==> config.mk <==
export PLATFORM = sky130hd
export DESIGN_NAME = mul_seq_core
export DESIGN_NICKNAME = d
export VERILOG_FILES = /design/src/rtl/mul_seq_pkg.sv /design/src/rtl/mul_seq_datapath.sv /design/src/rtl/mul_seq_core.sv
export SDC_FILE = /design/constraint.sdc
export NUM_CORES = 1
export LEC_CHECK = 0
export CAP_MARGIN = 0
export CORE_MARGIN = 10
export CORE_UTILIZATION = 64
export CTS_CLUSTER_SIZE = 10
export DETAILED_ROUTE_END_ITERATION = 10
export DONT_BUFFER_PORTS = 1
export PLACE_DENSITY = 0.88
export SLEW_MARGIN = 20
export SYNTH_ARGS = -nofsm -noshare
export SYNTH_HDL_FRONTEND = slang
export SYNTH_HIERARCHICAL = 1
export SYNTH_SLANG_ARGS = --single-unit
==> constraint.sdc <==
create_clock -name clk -period 3.55 [get_ports clk]
set_input_delay 0.71 -clock clk [delete_from_list [all_inputs] [get_ports clk]]
set_output_delay 0.71 -clock clk [all_outputs]
set_load 0.05 [all_outputs]
==> src/rtl/mul_seq_pkg.sv <==
// Shared types and sizing helpers for the sequential shift-add multiplier.
package mul_seq_pkg;

    typedef enum logic [2:0] {
        LOAD_A,
        LOAD_B,
        CALC,
        OUT_LO,
        OUT_HI
    } mul_seq_state_t;

    localparam int DEF_WIDTH = 8;

    function automatic int prod_w(input int w);
        return 2 * w;
    endfunction

    function automatic int cnt_w(input int w);
        return (w > 1) ? $clog2(w) : 1;
    endfunction

    localparam int PROD_W = prod_w(DEF_WIDTH);
    localparam int CNT_W  = cnt_w(DEF_WIDTH);

endpackage

==> src/rtl/mul_seq_datapath.sv <==
// Operand registers, accumulator and bit counter of the shift-add multiplier.
// MUL_SEQ_APPROX_EN adds the truncated-addend path selected by the latched approx bit.
module mul_seq_datapath
    import mul_seq_pkg::*;
#(
    parameter int WIDTH      = DEF_WIDTH,
    parameter int TRUNC_BITS = 4
) (
    input  logic                 clk,
    input  logic                 rst,
    input  logic                 load_a_i,
    input  logic                 load_b_i,
    input  logic                 calc_en_i,
    input  logic [WIDTH-1:0]     data_i,
    input  logic                 approx_i,
    output logic [2*WIDTH-1:0]   product_o,
    output logic                 cnt_last_o
);

    localparam int PW = prod_w(WIDTH);
    localparam int CW = cnt_w(WIDTH);

    logic [WIDTH-1:0] a_q, b_q;
    logic [PW-1:0]    acc_q, acc_d;
    logic [PW-1:0]    shifted, addend;
    logic [CW-1:0]    cnt_q, cnt_d;

    assign shifted = {{WIDTH{1'b0}}, a_q} << cnt_q;

`ifdef MUL_SEQ_APPROX_EN
    localparam logic [PW-1:0] TRUNC_MASK = ~((PW'(1) << TRUNC_BITS) - PW'(1));
    logic approx_q;

    always_ff @(posedge clk or posedge rst) begin
        if (rst)
            approx_q <= 1'b0;
        else if (load_b_i)
            approx_q <= approx_i;
    end

    // Dropping low columns of every addend keeps the result at or below the exact product.
    assign addend = approx_q ? (shifted & TRUNC_MASK) : shifted;
`else
    logic unused_approx;
    assign unused_approx = approx_i;
    assign addend        = shifted;
`endif

    always_comb begin
        acc_d = acc_q;
        cnt_d = cnt_q;
        if (load_b_i) begin
            acc_d = '0;
            cnt_d = '0;
        end else if (calc_en_i) begin
            if (b_q[cnt_q])
                acc_d = acc_q + addend;
            cnt_d = cnt_q + 1'b1;
        end
    end

    always_ff @(posedge clk or posedge rst) begin
        if (rst) begin
            a_q   <= '0;
            b_q   <= '0;
            acc_q <= '0;
            cnt_q <= '0;
        end else begin
            if (load_a_i)
                a_q <= data_i;
            if (load_b_i)
                b_q <= data_i;
            acc_q <= acc_d;
            cnt_q <= cnt_d;
        end
    end

    assign product_o  = acc_q;
    assign cnt_last_o = (cnt_q == CW'(WIDTH - 1));

endmodule

==> src/rtl/mul_seq_core.sv <==
// Sequential shift-add multiplier: two operand beats in, two product beats out (low first).
// Optional truncated multiply is compiled in with MUL_SEQ_APPROX_EN.
module mul_seq_core
    import mul_seq_pkg::*;
#(
    parameter int WIDTH      = DEF_WIDTH,
    parameter int TRUNC_BITS = 4
) (
    input  logic             clk,
    input  logic             rst,
    input  logic             in_valid,
    output logic             in_ready,
    input  logic [WIDTH-1:0] in_data,
    input  logic             approx,
    output logic             out_valid,
    input  logic             out_ready,
    output logic [WIDTH-1:0] out_data,
    output logic             out_last,
    output logic             busy
);

    mul_seq_state_t state_q, state_d;

    logic               load_a, load_b, calc_en, cnt_last;
    logic [2*WIDTH-1:0] product;

    mul_seq_datapath #(
        .WIDTH      (WIDTH),
        .TRUNC_BITS (TRUNC_BITS)
    ) u_datapath (
        .clk        (clk),
        .rst        (rst),
        .load_a_i   (load_a),
        .load_b_i   (load_b),
        .calc_en_i  (calc_en),
        .data_i     (in_data),
        .approx_i   (approx),
        .product_o  (product),
        .cnt_last_o (cnt_last)
    );

    always_ff @(posedge clk or posedge rst) begin
        if (rst)
            state_q <= LOAD_A;
        else
            state_q <= state_d;
    end

    // in_ready depends on state alone so no path exists from out_ready or in_valid.
    always_comb begin
        state_d   = state_q;
        in_ready  = 1'b0;
        out_valid = 1'b0;
        out_last  = 1'b0;
        out_data  = '0;
        load_a    = 1'b0;
        load_b    = 1'b0;
        calc_en   = 1'b0;
        unique case (state_q)
            LOAD_A: begin
                in_ready = 1'b1;
                if (in_valid) begin
                    load_a  = 1'b1;
                    state_d = LOAD_B;
                end
            end
            LOAD_B: begin
                in_ready = 1'b1;
                if (in_valid) begin
                    load_b  = 1'b1;
                    state_d = CALC;
                end
            end
            CALC: begin
                calc_en = 1'b1;
                if (cnt_last)
                    state_d = OUT_LO;
            end
            OUT_LO: begin
                out_valid = 1'b1;
                out_data  = product[WIDTH-1:0];
                if (out_ready)
                    state_d = OUT_HI;
            end
            OUT_HI: begin
                out_valid = 1'b1;
                out_last  = 1'b1;
                out_data  = product[2*WIDTH-1:WIDTH];
                if (out_ready)
                    state_d = LOAD_A;
            end
            default: state_d = LOAD_A;
        endcase
    end

    assign busy = (state_q != LOAD_A);

endmodule

==> impl_results.md <==
* Slew Limit Fails at 0
* Detail Route Antenna Nets at 0
* Placed Cells at approximately 320
* Non-filler cells, final at 331
* Vias per inst at approximately 6.5
* Clk sinks at 38
* Slowest CP cell: dfrtp_1
* Worst slew margin at 0.487
* Layout cell share with drive strength beyond 1 at 0.211
* Worst reg2reg path depth at 10
* Reg clk slew, reported paths at roughly 0.07 ns
* Clock power share at 0.118
* Fillers at roughly 330
* Commonest non-fill, non-tap cells in the layout: dfrtp_1, nor2_1, mux2_2
* Leading area contributor after synthesis: dfrtp_1
* Chip width at 86.2 um
* Critical Path Fanout Max at 16
* N_diodes at 0
* # port buffers at 0
* Crit path cell chain: mux2_2 -> a22oi_1 -> mux2i_1 -> ha_1 -> a21o_2 -> a221o_1 -> o21bai_4 -> a31oi_2 -> nor4_1 -> a211o_1
* Max Fclk at 0.299 GHz
* CTS resizes at 0
* CTS Hold Bufs at 0
* Clk Latency, worst-skew pair at 0.28 ns
* Ys flop type: dfrtp_1
* Comb power frac at 0.606
* Worst Path Required at approximately 3.7 ns
* Row cnt at 24
* Commonest non-fill, non-tap cell in the layout: dfrtp_1
* Tightest Hold Check Type: in2async
* Area share of the leading cell type in the synthesized netlist at 0.339
* Peak supply drop at 0.597 mV
* Initial antenna violation count at 0
* CTS tree: built
* Gpl congestion at 0.920
* WL final at 6180 um
* Area post-placement at 0.00281 mm^2
* Final hold slack at 0.173 ns
* Yosys cell types at 63
* Clock buffer depth at 2
* Mapped Area at 0.00280 mm^2
* Die Y at 86.2 um
* Routed len/inst at approximately 19 um
* Top post-synthesis cells by area: dfrtp_1, mux2_2, ha_1, mux2i_1, nor2_1
* Global-route wire length before repair at roughly 10000 um
* Worst Skew at 0.00447 ns
* Setup crit end kind: flip-flop
* WS Path Type: reg2reg
* Post-layout min period at 3.35 ns
* Period utilization at 0.943
* Synth Instances at 282
* Post-layout util at 0.682
* Post-synth EDFFs at 0
* Register area share after synthesis at 0.339
* DIE AREA at 0.00742 mm^2
* Buffer count from post-CTS setup fixing at 0
* Outcome: finished clean
* Peak per-stage delay on the critical path at 0.69 ns
* Arrival time worst endpoint at between 3 and 4 ns
* R2R setup slack at 0.20 ns
* H-tree depth at 2
* #FFs+latches synth at 38
* Multi-input logic area at 0.00174 mm^2
* RR Startpoint: u_datapath/cnt_q[1]$_DFFE_PP0P_
* Pleak at between 1 and 1.5 nW
* Dpl hpwl at 4490 um
* Synth warn at 6
* Worst-margin pin slew at 0.767 ns
* FF+latch area at 951 um^2
* Crit-path leading delay family: compound AO/OA/AOI/OAI gates
* Largest net degree at the start of global routing at 29
* Starting DRT DRC Count at 210
* Syn Nets at 313
* DRC at 0
* First-pass DRT Iterations at 5
* Nets at 310
* Core Footprint at 0.00429 mm^2
* FF-to-FF End: u_datapath/product_o[14]$_DFFE_PP0P_
* NetSw at 1.45 mW
* Max-cap violations at 0
* Crit path buffers/inverters at 0
* Seq pwr share at 0.276
* CTS Buf Count at 5
* Async S/R FF share, synth at 1.00
* CP startpoint kind: flip-flop
* Clk root buf: clkbuf_8
* Layout area overhead at 4.47%
* Final count of negative-setup-slack endpoints at 0
* Final setup TNS at 0 ns
* Overall Global Routing Usage at 0.170
* # IOs at 25
* Number of global-route vias before repair at 2129
* Unrepaired setup endpoints after global routing: false
* Total gr overflow at 0
* DR vias at 2138
* Syn avg cell area at 9.93 um^2
* Endpoints failing hold at 0
* Initial Util at 0.652
* Net Sw Frac at 0.466
* Fin area at 0.00293 mm^2
* Pint at approximately 1.7 mW
* P per Cell Area at 1060 mW/mm^2
==> metal layers <==
layer  up-vias  wire length, um  track usage  share of wire
met4         0              101       0.0674          0.016
li1       1022                -            -              -
met3        13              434       0.0474          0.070
met2        71             3060        0.281           0.50
met1      1032             2580        0.204           0.42
met5         -                0            0              0
==> cell families (layout without fill, tap and decap cells) <==
family                     after synthesis  in the layout  share of synthesized area
AOI/OAI and AO/OA                       70             70                      0.196
xor gates and xnor gates                 9              9                     0.0281
adders and majority gates               18             18                     0.0831
buffers and inverters                   23             20                     0.0402
DFF                                     38             38                      0.339
muxes                                   37             37                      0.143
and+or+nand+nor                         87             87                      0.170
==> state kept, by name (all words and copies together), names as in the netlist <==
name and count:
state_q 3, u_datapath/a_q 8, u_datapath/b_q 8, u_datapath/cnt_q 3, u_datapath/product_o 16
==> synthesized netlist by cell type (all sizes together), types with 5 or more instances <==
| cell | instances |
|---|---|
| and3 | 5 |
| a22o | 12 |
| nand3 | 12 |
| buf | 8 |
| xnor2 | 5 |
| nor2b | 6 |
| nor2 | 28 |
| dfrtp | 38 |
| inv | 10 |
| a21oi | 18 |
| mux2i | 16 |
| clkbuf | 5 |
| o21ai | 10 |
| nand2 | 11 |
| mux2 | 21 |
| ha | 17 |
==> power by group through the flow <==
stage / logic (mW) / clock network (mW) / registers [mW]
after floorplan: 1.65 / 0 / 0.735
after global placement: 1.78 / 0 / 0.848
after detailed placement: 1.84 / 0 / 0.862
after CTS: 1.86 / 0.376 / 0.853
after global routing: 2.05 / 0.396 / 0.896
final: 1.88 / 0.366 / 0.855
==> how the worst max path moves through the flow <==
| stage | start | end | slack, ns | cells past startpoint |
|---|---|---|---|---|
| after floorplan | u_datapath/cnt_q[0]$_DFFE_PP0P_ | u_datapath/product_o[14]$_DFFE_PP0P_ | 0.58 | 11 |
| after global placement | u_datapath/cnt_q[1]$_DFFE_PP0P_ | u_datapath/product_o[14]$_DFFE_PP0P_ | 0.38 | 10 |
| after detailed placement | u_datapath/cnt_q[1]$_DFFE_PP0P_ | u_datapath/product_o[14]$_DFFE_PP0P_ | 0.28 | 10 |
| after CTS | u_datapath/cnt_q[1]$_DFFE_PP0P_ | u_datapath/product_o[14]$_DFFE_PP0P_ | 0.26 | 10 |
| after global routing | u_datapath/cnt_q[1]$_DFFE_PP0P_ | u_datapath/product_o[14]$_DFFE_PP0P_ | 0.05 | 10 |
| final | u_datapath/cnt_q[1]$_DFFE_PP0P_ | u_datapath/product_o[14]$_DFFE_PP0P_ | 0.20 | 10 |
==> through the flow <==
step           total power [mW]  setup WS [ns]
2_1_floorplan              2.38          0.584
3_3_place_gp               2.63          0.383
3_5_place_dp               2.71          0.282
4_1_cts                    3.09          0.258
5_1_grt                    3.34         0.0483
6_report                   3.10          0.201
==> layout make-up <==
| type | instances | share of cell area |
|---|---|---|
| clock inverter | 1 | 0.0103 |
| tap | 52 | 0.0222 |
| clock buffer | 6 | 0.0282 |
| sequential | 38 | 0.325 |
| timing repair buffer | 3 | 0.00770 |
| inverter | 10 | 0.0128 |
| multi-input combinational | 221 | 0.594 |
Note: power is estimated with default switching activity, not from simulation.
